**config.mk**
```make
export PLATFORM = sky130hd
export DESIGN_NAME = pc_sequencer
export DESIGN_NICKNAME = d
export VERILOG_FILES = /design/src/rtl/pc_sequencer_pkg.sv /design/src/rtl/sl2.sv /design/src/rtl/pc_sequencer.sv
export SDC_FILE = /design/constraint.sdc
export NUM_CORES = 1
export LEC_CHECK = 0
export ABC_AREA = 0
export BUFFER_PORTS_ARGS = -buffer_cell sky130_fd_sc_hd__buf_2
export CORE_ASPECT_RATIO = 0.7
export CORE_UTILIZATION = 48
export DETAILED_ROUTE_END_ITERATION = 8
export PLACE_DENSITY = 0.76
export SLEW_MARGIN = 20
export SYNTH_ARGS = -nofsm -noshare
export SYNTH_HDL_FRONTEND = slang
export SYNTH_HIERARCHICAL = 1
export SYNTH_SLANG_ARGS = --single-unit
```
**constraint.sdc**
```tcl
create_clock -name clk -period 3.2 [get_ports clk]
set_input_delay 0.16 -clock clk [delete_from_list [all_inputs] [get_ports clk]]
set_output_delay 0.16 -clock clk [all_outputs]
set_load 0.05 [all_outputs]
```
**src/rtl/pc_sequencer_pkg.sv**
```systemverilog
// Shared CPU definitions for the fetch sequencer: FSM states and reset vector.
// Latency: n/a (types and constants only). Backpressure: n/a.
package pc_sequencer_pkg;

  typedef enum logic [1:0] {
    BOOT  = 2'd0,
    FETCH = 2'd1,
    HOLD  = 2'd2
  } state_t;

  localparam logic [31:0] RESET_PC_DEFAULT = 32'h0000_0000;

endpackage

```
**src/rtl/sl2.sv**
```systemverilog
// Shift-left-by-two; turns a word offset into a byte offset.
// Latency: combinational. Backpressure: none.
module sl2 #(
  parameter int n = 32
) (
  input  logic [n-1:0] a,
  output logic [n-1:0] y
);

  assign y = a << 2;

endmodule

```
**src/rtl/pc_sequencer.sv**
```systemverilog
// Program-counter sequencer: issues fetches and picks the next pc (jr > jmp > branch > pc+4).
// Latency: one cycle from an advance cycle to the new pc. Backpressure: holds on !imem_ack, parks in HOLD on stall.
module pc_sequencer
  import pc_sequencer_pkg::*;
#(
  parameter int           n        = 32,
  parameter logic [n-1:0] RESET_PC = (n)'(RESET_PC_DEFAULT)
) (
  input  logic         clk,
  input  logic         rst_n,
  input  logic         stall,
  input  logic         imem_ack,
  input  logic         br_taken,
  input  logic [15:0]  br_imm,
  input  logic         jmp,
  input  logic [25:0]  jmp_idx,
  input  logic         jr,
  input  logic [n-1:0] jr_addr,
  output logic         imem_req,
  output logic [n-1:0] pc,
  output logic [n-1:0] pc_plus4,
  output logic         instr_valid,
  output logic         misalign
);

  state_t       state_q, state_d;
  logic [n-1:0] pc_q, pc_d;
  logic         imem_req_q, imem_req_d;
  logic         instr_valid_q, instr_valid_d;
  logic         misalign_q, misalign_d;

  logic         accept;
  logic         advance;
  logic [n-1:0] br_ext;
  logic [n-1:0] br_off;
  logic [n-1:0] br_tgt;
  logic [n-1:0] jmp_tgt;
  logic [n-1:0] jr_tgt;

  assign pc_plus4 = pc_q + (n)'(4);

  assign br_ext = {{(n-16){br_imm[15]}}, br_imm};

  sl2 #(.n(n)) u_sl2 (
    .a (br_ext),
    .y (br_off)
  );

  assign br_tgt  = pc_plus4 + br_off;
  assign jmp_tgt = {pc_plus4[n-1:28], jmp_idx, 2'b00};
  assign jr_tgt  = {jr_addr[n-1:2], 2'b00};

  // Control inputs only matter on the cycle the pc actually moves.
  always_comb begin
    accept        = (state_q == FETCH) && imem_ack;
    advance       = (accept && !stall) || ((state_q == HOLD) && !stall);
    state_d       = state_q;
    pc_d          = pc_q;

    case (state_q)
      BOOT:    state_d = FETCH;
      FETCH:   if (imem_ack) state_d = stall ? HOLD : FETCH;
      HOLD:    if (!stall) state_d = FETCH;
      default: state_d = BOOT;
    endcase

    if (advance) begin
      if (jr)            pc_d = jr_tgt;
      else if (jmp)      pc_d = jmp_tgt;
      else if (br_taken) pc_d = br_tgt;
      else               pc_d = pc_plus4;
    end

    imem_req_d    = (state_d == FETCH);
    instr_valid_d = accept;
    misalign_d    = advance && jr && (jr_addr[1:0] != 2'b00);
  end

  always_ff @(posedge clk or negedge rst_n) begin
    if (!rst_n) begin
      state_q       <= BOOT;
      pc_q          <= RESET_PC;
      imem_req_q    <= 1'b0;
      instr_valid_q <= 1'b0;
      misalign_q    <= 1'b0;
    end else begin
      state_q       <= state_d;
      pc_q          <= pc_d;
      imem_req_q    <= imem_req_d;
      instr_valid_q <= instr_valid_d;
      misalign_q    <= misalign_d;
    end
  end

  assign pc          = pc_q;
  assign imem_req    = imem_req_q;
  assign instr_valid = instr_valid_q;
  assign misalign    = misalign_q;

endmodule

```
==> flow_metrics.tcl <==
set metrics [dict create \
    grt-ovfl-total 0 \
    cp_cell_sequence "and4_4 > nand4_1 > buf_6 > nor3_4 > buf_6 > nand3_2 > xnor2_2 > ha_2 > a21o_1 > a21o_1 > nor3_2 > nand2_1 > o221a_2 > or3_4 > and4_1 > o31ai_1" \
    dieWidth_um 122.3 \
    max-vdd-ir-drop_mv 0.7306 \
    setup_violations 15 \
    firstDrtPassIters 5 \
    design.portCount 148 \
    synth_ff_type "dfrtp_1" \
    async_flop_share 1.000 \
    period_minus_slack_ps 3594 \
    grtUsageMet1 0.5365 \
    cts_made_buffers 5 \
    slew_headroom 0.3870 \
    syn_area_um2 4863 \
    ys_ff_latch 37 \
    antenna_left 0 \
    synth-edff-count 0 \
    final_area_um2 8028 \
    cts_num_sinks 37 \
    synth_area_leader_cell "dfrtp_1" \
    skew_ps 4.894 \
    synth-compound-area-share 0.3036 \
    seq_area_um2 955.9 \
    via_count 6490 \
    cts_tree "built" \
    grt_pass1_wl_um 31350 \
    synth_xor_area_frac 0.07384 \
    finalWeightedCongestion 0.9722 \
    synth-simple-area-share 0.2282 \
    final_hold_viol_count 0 \
    wl_per_cell_um 21.00 \
    synthMuxAreaShare 0.01466 \
    drt_iter0_drc 556 \
    htreeDepth 2 \
    fillers 621 \
    cts_root_buffer "clkbuf_16" \
    crit_slowest_cell "dfrtp_4" \
    diodes 0 \
    ctsHoldBuffers 0 \
    dp_hpwl_um 15360 \
    synth_top_area_frac 0.1904 \
    wirelength_um 22010 \
    final_common_cell "buf_4" \
    dp_cells 1023 \
    tns_ps -1729 \
    layout.cells.non_filler 1048 \
    leakage_nw 3.793 \
    globalRouteMet3Util 0.06579 \
    violations "setup timing" \
    antenna_found_initial 0 \
    holdCritPathClass "in -> async" \
    place_area_um2 6994 \
    crit_fanout 3 \
    p_total_mw 8.194 \
    row_count 30 \
    ys_types 65 \
    status "complete, but fails checks" \
    yosys.area_share.adder 0.1045 \
    slew_viol_final 0 \
    nets 1040 \
    synthTopCellsByArea "dfrtp_1 (19%), ha_1 (10%), a21oi_1 (6.6%), xnor2_1 (5.6%), buf_4 (5.2%)" \
    fp.dieH_um 86.22 \
    die_area_um2 10550 \
    critPathRequiredTime_ps 3390 \
    synthCells 640 \
    avgSynthCellArea_um2 7.599 \
    synth_top_family_by_area "compound AO/OA/AOI/OAI gates" \
    clk_path_buf_depth 2 \
    slowest_delay_ps 410 \
    critical_path_arrival_ps 3780 \
    rr_startpoint "pc[13]" \
    startpoint "pc[13]" \
    post-route-period-util 1.123 \
    powerDensity_nw_per_um2 1021 \
    drc_errors 0 \
    final_cell_mix "buf_4 (169), buf_2 (147), nor2_1 (53), nand2_1 (51), a21oi_1 (44)" \
    worst-slew-pin-transition_ps 919.5 \
    ff2ff_path_depth 16 \
    grtUsageTotal 0.3887 \
    worstReg2RegEnd "pc[31]" \
    drive_gt1_frac 0.5424 \
    viasPerCell 6.193 \
    initial_core_util 0.4983 \
    grt_max_degree 41 \
    grt_pass1_vias 5918 \
    crit_end "pc[31]" \
    area_growth_pct 65.06 \
    postLayoutCoreUtil 0.8226 \
    drv_cap 0 \
    busiest_layer "met2" \
    fmax_mhz 278.2 \
    end_kind "flip-flop" \
    rrSetupSlack_ps -390 \
    multiInputGateArea_um2 4484 \
    critPathLaunchType "flip-flop" \
    timing.final.ws_setup_ps -394.3 \
    critPathKind "reg -> reg" \
    clock_latency_ps 290 \
    core-area_um2 9759 \
    seq_area_frac_synth 0.1904 \
    dp_worst_setup_slack_ps -402.0 \
    ys.warnings.count 6 \
    hold_ws_ps 10.55 \
    clk_pin_slew_ps 60 \
    io_buffers 147 \
    gr-usage-met2 0.6200 \
    rsz0062_at_grt "true" \
]
-- critical path, delay by kind of cell, from the launching register on --
kind,cells,cell delay (ps)
fa+ha+maj,1,210
flops,1,410
buf+inv,2,370
simple gates,8,1440
xor+xnor,1,180
compound gates,4,880
-- worst min path at each step --
stage                     startpoint          end  slack [ps]  depth (start not counted)
after floorplan                rst_n     imem_req        -140                          0
after global placement         rst_n     imem_req         300                          1
after detailed placement       rst_n  instr_valid         310                          1
after CTS                      rst_n  instr_valid          10                          1
after global routing           rst_n       pc[29]          60                          1
final                          rst_n  instr_valid          10                          1
-- report_power, final --
group	total [mW]	internal (mW)	switching, mW	leakage (nW)
logic	6.70	2.74	3.96	3.28
registers	0.838	0.654	0.184	0.419
clock network	0.657	0.446	0.212	0.0938
total	8.19	3.84	4.36	3.79
-- sequential cells by signal (all words and copies together), names as in the netlist --
| name | count |
|---|---|
| misalign | 1 |
| state_q | 2 |
| pc | 32 |
| imem_req | 1 |
| instr_valid | 1 |
-- kinds of logic after synthesis --
| logic type | count (synthesis) |
|---|---|
| compound gates | 213 |
| mux | 7 |
| buf+inv | 75 |
| flops | 37 |
| other cells | 1 |
| simple gates | 226 |
| fa+ha+maj | 40 |
| xor+xnor | 41 |
-- cell type report --
| cell class | instances | share of cell area |
|---|---|---|
| multi-input combinational | 529 | 0.5586 |
| timing repair buffer | 332 | 0.2721 |
| sequential | 37 | 0.1191 |
| tap | 128 | 0.01995 |
| clock buffer | 5 | 0.01559 |
| clock inverter | 3 | 0.008105 |
| inverter | 14 | 0.006546 |
-- metal layers --
| metal | vias to the layer above | part of all wire |
|---|---|---|
| li1 | 2905 | - |
| met1 | 3052 | 0.41 |
| met2 | 463 | 0.45 |
| met3 | 70 | 0.11 |
| met4 | 0 | 0.035 |
| met5 | - | 0 |
-- Yosys cell counts, types with 16 or more instances --
library cell,instances
buf_4,34
nor2_1,59
nand3_1,21
a21oi_1,64
dfrtp_1,37
and3_1,16
clkbuf_1,26
nand2_1,57
o21ai_0,27
xnor2_1,31
ha_1,39
a21o_1,20
nand4_1,17
-- timing repair --
item | CTS | global route
cloned | 0 | 0
endpoints found under the setup margin | 17 | 21
hold endpoints to repair | 0 | 0
resized for setup | 55 | 88
pin swaps | 25 | 53
setup buffers | 7 | 13
Power figures use the tool's default switching activity.
